[src/rtl/fifo_queue.sv]
// fifo_queue: single-clock first-in/first-out buffer between a producer and a consumer.
//   clk       rising-edge clock
//   rst       asynchronous active-low reset
//   push      write request, data_in sampled on the rising edge
//   pop       read request, oldest entry registered onto data_out
//   data_in   write data
//   data_out  registered read data, holds when no pop is accepted
//   full      count == fifo_depth (decode of count)
//   empty     count == 0 (decode of count)
//   count     number of occupied entries
// Optional feature macro: FIFO_ERR_EN adds sticky overflow/underflow outputs.
module fifo_queue #(
  parameter int unsigned data_width = 8,
  parameter int unsigned fifo_depth = 8
) (
  input  logic                          clk,
  input  logic                          rst,
  input  logic                          push,
  input  logic                          pop,
  input  logic [data_width-1:0]         data_in,
  output logic [data_width-1:0]         data_out,
  output logic                          full,
  output logic                          empty,
  output logic [$clog2(fifo_depth):0]   count
`ifdef FIFO_ERR_EN
  ,
  output logic                          overflow,
  output logic                          underflow
`endif
);

  localparam int unsigned ptr_w = $clog2(fifo_depth);
  localparam int unsigned cnt_w = ptr_w + 1;

  logic [data_width-1:0] mem [fifo_depth];
  logic [ptr_w-1:0]      wr_ptr;
  logic [ptr_w-1:0]      rd_ptr;
  logic                  do_push;
  logic                  do_pop;

  // Status decodes of the occupancy register.
  assign full  = (count == cnt_w'(fifo_depth));
  assign empty = (count == cnt_w'(0));

  // Acceptance: a pop frees a slot, so push is still taken when full and popping.
  // When empty, pop is refused and no fall-through to data_out occurs.
  always_comb begin
    do_pop  = 1'b0;
    do_push = 1'b0;
    do_pop  = pop && !empty;
    do_push = push && (!full || do_pop);
  end

  // Storage is intentionally not reset.
  always_ff @(posedge clk) begin
    if (do_push) begin
      mem[wr_ptr] <= data_in;
    end
  end

  // Pointers, occupancy and read data; pointers wrap by natural overflow.
  always_ff @(posedge clk or negedge rst) begin
    if (!rst) begin
      wr_ptr   <= '0;
      rd_ptr   <= '0;
      count    <= '0;
      data_out <= '0;
    end else begin
      if (do_push) begin
        wr_ptr <= wr_ptr + ptr_w'(1);
      end
      if (do_pop) begin
        rd_ptr   <= rd_ptr + ptr_w'(1);
        data_out <= mem[rd_ptr];
      end
      if (do_push && !do_pop) begin
        count <= count + cnt_w'(1);
      end else if (do_pop && !do_push) begin
        count <= count - cnt_w'(1);
      end
    end
  end

`ifdef FIFO_ERR_EN
  // Sticky error flags for dropped requests; only reset clears them.
  always_ff @(posedge clk or negedge rst) begin
    if (!rst) begin
      overflow  <= 1'b0;
      underflow <= 1'b0;
    end else begin
      if (push && full && !do_pop) begin
        overflow <= 1'b1;
      end
      if (pop && empty && !do_push) begin
        underflow <= 1'b1;
      end
    end
  end
`endif

endmodule

[config.mk]
export PLATFORM = sky130hd
export DESIGN_NAME = fifo_queue
export DESIGN_NICKNAME = d
export VERILOG_FILES = /design/src/rtl/fifo_queue.sv
export SDC_FILE = /design/constraint.sdc
export NUM_CORES = 1
export LEC_CHECK = 0
export ABC_AREA = 1
export CAP_MARGIN = 20
export CORE_UTILIZATION = 30
export CTS_CLUSTER_SIZE = 24
export DETAILED_ROUTE_END_ITERATION = 7
export PLACE_DENSITY = 0.57
export SETUP_SLACK_MARGIN = 0.5
export SLEW_MARGIN = 5
export SYNTH_ARGS = -nofsm -noshare
export SYNTH_HDL_FRONTEND = slang
export SYNTH_SLANG_ARGS = --single-unit
export TNS_END_PERCENT = 50
[constraint.sdc]
create_clock -name clk -period 5.6 [get_ports clk]
set_input_delay 1.12 -clock clk [delete_from_list [all_inputs] [get_ports clk]]
set_output_delay 1.12 -clock clk [all_outputs]
set_load 0.03 [all_outputs]
After elaboration in Yosys (flattened, before gate mapping)
Memory sizes are Yosys's and may differ from the RTL's. A register that Yosys moved wholly into a read port is not among the register bits.
Cells that the tools add are included.

operators by class
  reductions and logical operators = 12
  order comparisons = 0
  $add $sub $neg = 4
  bitwise logic cells = 0
  mux-type cells = 4
  multipliers = 0
  shift-type cells = 0
  divide/modulo/power cells = 0
  equality and inequality tests = 1

operators with widths
  operator                                          number
  two-way mux 4 bit                                 2
  adder 3 x 1 -> 3 bit, second input constant       2
  zero test 1 bit                                   5
  adder 4 x 1 -> 4 bit, second input constant       1
  equality test 4 bit, second input constant        1
  logical AND 1 bit                                 4
  zero test 4 bit                                   1
  subtractor 4 x 1 -> 4 bit, second input constant  1
  two-way mux 1 bit                                 2
  nonzero test 2 bit                                1
  logical OR 1 bit                                  1

word-level totals
  bits in latches = 0
  memories kept = 1
  memory bits (read-only) = 0
  word-level logic and storage cells = 25
  RAM bits = 64
  register bits = 10
  input bits = 12

memory list
  memory  depth  bits a word  rd ports  clocked after memory_dff  write ports  RTL line  source
  mem     8      8            1         1                         1            35        logic [data_width-1:0] mem [fifo_depth];

Depth between registers and ports, before layout
Gate-level depths: netlist of the first run.

  word-level depth = 9
  depth in mapped cells = 16
  mapped depth without buffers = 16

Worst setup path before layout of the first run
OpenSTA, ideal clock, no wires.

  path type = input to register
  start = input pop
  end = register count[3]
  data arrival time = 2,471 ps
  setup slack = 3,012 ps
  setup time = 117 ps
  required time = 5,483 ps
  stages on the path = 12
  path buffers = 0
  cell sequence = inv_1 > nand2_4 > nand2_8 > inv_1 > ha_1 > inv_1 > ha_1 > or2_2 > nand3_1 > nand2_1 > nand2_1 > nand2_1

between the ends
  longest elaborated chain between the ends = 6

RTL lines
  item                          RTL line  source
  start: declaration            19        input logic pop,
  logical AND 1 bit (*)         50        do_pop = pop && !empty;
  logical OR 1 bit (*)          51        do_push = push && (!full || do_pop);
  logical AND 1 bit (*)         51
  via do_push                   38        logic do_push;
  zero test 1 bit               78        end else if (do_pop && !do_push) begin
  logical AND 1 bit             78
  nonzero test 2 bit (no line)  -
  end signal: assignment        77        count <= count + cnt_w'(1);
  end signal: assignment        79        count <= count - cnt_w'(1);
  end: declaration              24        output logic [$clog2(fifo_depth):0] count

Mark *: on every way through the listed nets, which the timed path passes. The rest lies on a longest branch.
A chain may end at the register's enable or synchronous reset.

Worst setup path in the final report of the first run
  start = register count[0]
  end = output full

between the ends
  longest elaborated chain between the ends = 1

RTL lines
  item                 RTL line  source
  equality test 4 bit  42        assign full = (count == cnt_w'(fifo_depth));
  end: declaration     22        output logic full,

No other way between the ends.

==> impl_metrics.py, run 1 <==
metrics = {
    "global_route": {
        "grt_pass1_wl_um": 12600,
        "grt_antenna_before_repair": 0,
        "grt.total_usage_pct": 13.4,
        "grt_overflow": 0,
        "grt_pass1_vias": 2415,
        "grt_max_degree": 35,
    },
    "floorplan": {
        "core_sq_mm": 0.0120,
        "initial_utilization_pct": 30.9,
        "die_y_um": 113,
        "die_x_um": 113,
        "io-pin-count": 26,
        "design.die.area_sq_mm": 0.0128,
        "std_cell_rows": 40,
    },
    "placement": {
        "post-dp-hpwl_um": 5580,
        "gp_congestion": 0.831,
        "portBuffers": 25,
    },
    "worst_setup_path": {
        "r2r-end": "count[3]",
        "critPathSlowestCell": "clkdlybuf4s50_1",
        "start_kind": "flip-flop",
        "critPathRequiredTime_ps": 4480,
        "path_class": "flip-flop to output port",
        "r2r_setup_slack_ps": 3300,
        "path_cells": "nor2_2 -> nand2_2 -> nor2_4 -> clkdlybuf4s50_1",
        "r2r_cells": 14,
        "cp-end-kind": "output port",
        "cp_slowest_stage_delay_ps": 680,
        "worstReg2RegStart": "count[0]",
        "crit_fanout": 5,
        "arrival_ps": 1830,
    },
    "finish": {
        "drive_gt1_share_pct": 8.63,
        "final_nets": 407,
        "area_growth_pct": 17.8,
        "utilization_pct": 36.4,
        "antennaDiodeCount": 0,
    },
    "sta": {
        "fin_skew_ps": 5.77,
        "worst_slew_pin_slew_ps": 978,
        "relSlewSlack_pct": 34.3,
        "clock.fmax_ghz": 0.339,
        "period_share_pct": 52.6,
        "setup_violations": 0,
        "fin_setup_tns_ps": 0,
        "slew_violations": 0,
        "rsz0062_at_grt": "false",
        "period_needed_ps": 2950,
        "hold_violations": 0,
    },
    "route": {
        "via_per_inst": 4.59,
        "drt_iter0_markers": 106,
        "drc": 0,
        "routedWlPerCell_um": 15.0,
        "num_vias": 2482,
        "wirelength_um": 8100,
        "dr.pass1.iters": 4,
        "antenna_left": 0,
    },
    "worst_hold_path": {
        "hold_depth": 2,
        "min_from": "data_out[6]",
        "holdPathEnd": "data_out[6]",
        "min_path_type": "flip-flop to flip-flop",
    },
    "clock_tree": {
        "post_cts_buffers": 0,
        "post_cts_resize_count": 0,
        "htreeDepth": 3,
        "path_clk_slew_ps": 60,
        "clkSinkCount": 82,
        "cts_buffer_depth": 2,
        "numCtsBuffers": 9,
        "cts_tree": "yes",
        "postCtsHoldBufs": 0,
        "clk_latency_ps": 330,
        "root_buffer": "clkbuf_16",
    },
    "logic_synthesis": {
        "muxShareOfSynthArea_pct": 0,
        "synth-seq-cells": 82,
        "syn_area_per_cell_sq_um": 10.3,
        "synth-compound-area-share_pct": 0.641,
        "synth_top_family_by_area": "simple AND/OR/NAND/NOR gates",
        "yosysWarnings": 0,
        "syn_area_sq_mm": 0.00371,
        "synthDistinctLibCells": 26,
        "synthCells": 361,
        "synthAdderAreaFrac_pct": 2.23,
        "synthXorXnorAreaFrac_pct": 1.18,
        "yosys.area_share.simple_pct": 22.5,
        "seq_area_frac_synth_pct": 63.9,
        "synth.net_count": 379,
    },
    "job": {
        "cap_violations": 0,
    },
    "status": {
        "outcome": "completed",
    },
    "pwr": {
        "p_leak_uw": 0.00191,
        "irDropWorstVdd_mv": 0.167,
        "power_density_mw_per_mm2": 530,
    },
}
-- cells in the final DEF, fill, tap and decap left out, types with 2 or more instances in the layout --
| cell | n |
|---|---|
| ha_1 | 5 |
| inv_2 | 3 |
| or2_2 | 2 |
| nor3_1 | 4 |
| dfrtp_1 | 18 |
| clkdlybuf4s50_1 | 25 |
| o21ai_1 | 2 |
| inv_6 | 3 |
| edfxtp_1 | 64 |
| nor2_1 | 6 |
| clkinv_2 | 2 |
| nand3_1 | 52 |
| inv_1 | 58 |
| nand2_1 | 118 |
| clkbuf_16 | 9 |
| nand2_2 | 3 |
| xnor2_1 | 4 |
-- worst max-delay path, delay by kind of cell, from the launching register on --
| family | cells | cell delay (ps) |
|---|---|---|
| DFF | 1 | 460 |
| and+or+nand+nor | 3 | 360 |
| buffers and inverters | 1 | 680 |
-- cell type report --
cell class	instances	area, sq um
Fill cell	1196	7640
Timing Repair Buffer	29	298
Multi-Input combinational cell	205	986
Inverter	62	238
Sequential cell	82	2370
Tap cell	147	184
Clock buffer	10	229
Clock inverter	6	65.1
-- how the worst max path moves through the flow --
stage,start,end,slack [ps],cells past startpoint
floorplan,pop,count[3],3010,12
global placement,pop,mem[3][0],2370,5
detailed placement,pop,mem[5][0],2420,5
CTS,count[0],full,2640,4
global route,count[0],full,2580,4
finish,count[0],full,2650,4
-- power breakdown --
part	switching (uW)	internal, uW
Sequential	121	783
Clock	233	347
Combinational	525	309
Total	878	1440
-- layer usage --
metal	GRT usage, %	wire length, um	vias up
met5	0	0	-
met4	3.60	69	0
met3	3.48	480	7
met2	21.5	3890	77
met1	18.0	3650	1189
li1	-	-	1209
-- cells in the mapped netlist, drive strengths merged --
cell type  count  share of area (%)
nand3         53                7.3
o21ai          4               0.64
inv           62                6.4
dfrtp         18                 12
xnor2          4               0.94
nor2           8                1.1
xor2           1               0.24
edfxtp        64                 52
nor3           4               0.54
buf           12                3.1
fa             1               0.54
nand2        123                 13
ha             5                1.7
or2            2               0.34
-- cells by family after synthesis --
logic type	after synthesis
flip-flops	82
adder cells (fa/ha/maj)	6
buffers and inverters	74
XOR/XNOR	5
AND/OR/NAND/NOR	190
AO/OA/AOI/OAI	4
-- registers in the layout, indices dropped and copies added (netlist names) --
name / cells
mem: 64
rd_ptr: 3
data_out: 8
wr_ptr: 3
count: 4
-- per-stage QoR --
step | cell area [sq um] | hold WS, ps | worst slack, ps | std cells | power, uW
2_1_floorplan | 3710 | 469 | 3010 | 361 | 1510
3_3_place_gp | 4030 | 478 | 2370 | 521 | 1710
3_5_place_dp | 4040 | 466 | 2420 | 522 | 1730
4_1_cts | 4330 | 484 | 2640 | 538 | 2310
5_1_grt | 4370 | 525 | 2580 | 541 | 2470
6_report | 4370 | 476 | 2650 | 541 | 2320
Power figures use the tool's default switching activity.
==> inputs of run 2 (changes only) <==
--- a/config.mk
+++ b/config.mk
@@ -10,7 +10,7 @@
 export CORE_UTILIZATION = 30
 export CTS_CLUSTER_SIZE = 24
 export DETAILED_ROUTE_END_ITERATION = 7
-export PLACE_DENSITY = 0.57
+export PLACE_DENSITY = 0.59
 export SETUP_SLACK_MARGIN = 0.5
 export SLEW_MARGIN = 5
 export SYNTH_ARGS = -nofsm -noshare
==> constraint.sdc (replaced) <==
create_clock -name clk -period 2.65 [get_ports clk]
set_input_delay 0.53 -clock clk [delete_from_list [all_inputs] [get_ports clk]]
set_output_delay 0.53 -clock clk [all_outputs]
set_load 0.03 [all_outputs]
==> run 2 against run 1 <==
First-iteration DRC count grew 5.7%. Clock skew about the same. Setup slack got worse by 2100 ps. Sequential cell count is the same. Clock power grew 150%. Count of clock-buffer cells in the layout stayed put. Design area grew 3.3%. Cell count up 1.5%. Via count shrank 2.7%. Critical path depth stayed put. Non-clock buffer count up 8. Sequential share of layout area down 1.6 points. Critical path type unchanged. Largest power group unchanged.
==> impl_metrics.py, run 2 (same netlist as run 1, synthesis figures left out) <==
metrics = {
    "status": {
        "outcome": "completed",
    },
    "clock_tree": {
        "numCtsBuffers": 9,
        "clkSinkCount": 82,
        "htreeDepth": 3,
        "path_clk_slew_ps": 60,
        "cts_buffer_depth": 2,
        "cts_tree": "yes",
        "root_buffer": "clkbuf_16",
        "clk_latency_ps": 330,
        "post_cts_buffers": 0,
        "postCtsHoldBufs": 0,
    },
    "route": {
        "routedWlPerCell_um": 13.9,
        "drt_iter0_markers": 112,
        "dr.pass1.iters": 4,
        "met1_length_um": 3440,
        "wirelength_um": 7630,
        "via_per_inst": 4.40,
        "num_vias": 2414,
        "drc": 0,
        "antenna_left": 0,
        "met2_length_um": 3850,
        "wl_met3_um": 206,
        "routed.top_layer": "met4",
    },
    "global_route": {
        "grt_overflow": 0,
        "grt.total_usage_pct": 13.2,
        "grt_pass1_wl_um": 12300,
        "grt_pass1_vias": 2374,
        "grt_antenna_before_repair": 0,
        "grt_max_degree": 34,
    },
    "sta": {
        "fin_setup_tns_ps": 0,
        "worst_slew_pin_slew_ps": 476,
        "period_share_pct": 78.3,
        "clock.fmax_ghz": 0.482,
        "relSlewSlack_pct": 68.3,
        "timing.hold.ws_ps": 487,
        "rsz0062_at_grt": "true",
        "slew_violations": 0,
        "setup_violations": 0,
        "hold_violations": 0,
        "fin_skew_ps": 5.83,
        "period_needed_ps": 2070,
    },
    "finish": {
        "largestRegisters": "mem: 64 flops, data_out: 8 flops, count: 4 flops",
        "largest_register": "mem",
        "drive_gt1_share_pct": 12.7,
        "fillers": 1210,
        "largest_reg_flops": 64,
        "final_cell_mix": "118 x nand2_1, 64 x edfxtp_1, 56 x inv_1, 51 x nand3_1, 23 x clkdlybuf4s50_1",
        "final_nets": 415,
        "layout_commonest_cell": "nand2_1",
        "antennaDiodeCount": 0,
        "area_growth_pct": 21.7,
    },
    "job": {
        "cap_violations": 0,
    },
    "worst_setup_path": {
        "r2r_cells": 15,
        "path_class": "flip-flop to output port",
        "worstReg2RegStart": "count[1]",
        "arrival_ps": 1540,
        "critPathRequiredTime_ps": 2120,
        "r2r-end": "count[3]",
        "r2r_setup_slack_ps": 610,
        "start_kind": "flip-flop",
        "cp-end-kind": "output port",
        "crit_fanout": 5,
    },
    "worst_hold_path": {
        "min_from": "data_out[6]",
        "hold_depth": 2,
        "holdPathEnd": "data_out[6]",
        "min_path_type": "flip-flop to flip-flop",
    },
    "floorplan": {
        "std_cell_rows": 40,
        "design.die.area_sq_mm": 0.0128,
        "die_x_um": 113,
        "io-pin-count": 26,
        "core_sq_mm": 0.0120,
        "die_y_um": 113,
        "initial_utilization_pct": 30.9,
    },
    "placement": {
        "post-dp-hpwl_um": 4820,
        "gp_congestion": 0.755,
        "portBuffers": 25,
    },
    "pwr": {
        "p_leak_uw": 0.00198,
        "power_density_mw_per_mm2": 1130,
        "irDropWorstVdd_mv": 0.454,
        "power_uw": 5110,
    },
}
-- run 2: power breakdown --
group / leakage (uW) / internal, uW / switching, uW
Clock: 0.000165 / 947 / 485
Sequential: 0.000796 / 1660 / 199
Combinational: 0.00102 / 682 / 1140
Total: 0.00198 / 3290 / 1820
-- run 2: stage by stage --
stage	instances	setup WS (ps)	instance area (sq um)	utilization, %
floorplan	361	486	3750	-
global placement	533	342	4160	34.6
CTS	549	328	4510	37.6
detailed placement	533	320	4160	34.6
finish	549	576	4520	37.6
global route	549	450	4520	37.6
-- run 2: worst max-delay path: stages, from the launching register on --
cell,delay (ps)
dfrtp_2,450
nor2_2,150
nand2_2,80
nor2_4,130
dlygate4sd2_1,410
-- run 2: cell type report --
cell class              count  area, sq um  share of cell area, %
clock buffers              10          239                   5.29
clock inverters             6          114                   2.52
inverters                  62          243                   5.38
multi-input cells         205         1020                   22.6
flip-flops and latches     82         2380                   52.6
well taps                 147          184                   4.07
repair buffers             37          342                   7.56
-- run 2: metal layers --
metal / track usage (%) / vias to the layer above
li1: - / 1231
met1: 16.4 / 1132
met2: 22.7 / 41
met3: 2.04 / 10
met4: 5.79 / 0
met5: 0 / -
-- run 2: worst max path at each step --
stage	startpoint	endpoint	slack (ps)	depth (start not counted)
after global placement	pop	count[3]	340	14
after floorplan	count[1]	count[3]	490	15
final	count[1]	full	580	4
after detailed placement	pop	count[3]	320	15
after global routing	count[1]	count[3]	450	15
after CTS	count[1]	empty	330	4
-- run 2: repair_timing --
| item | CTS | global route |
|---|---|---|
| pin swaps | 0 | 0 |
| endpoints found under the setup margin | 2 | 2 |
| gates resized for setup | 1 | 1 |
| cloned | 0 | 0 |
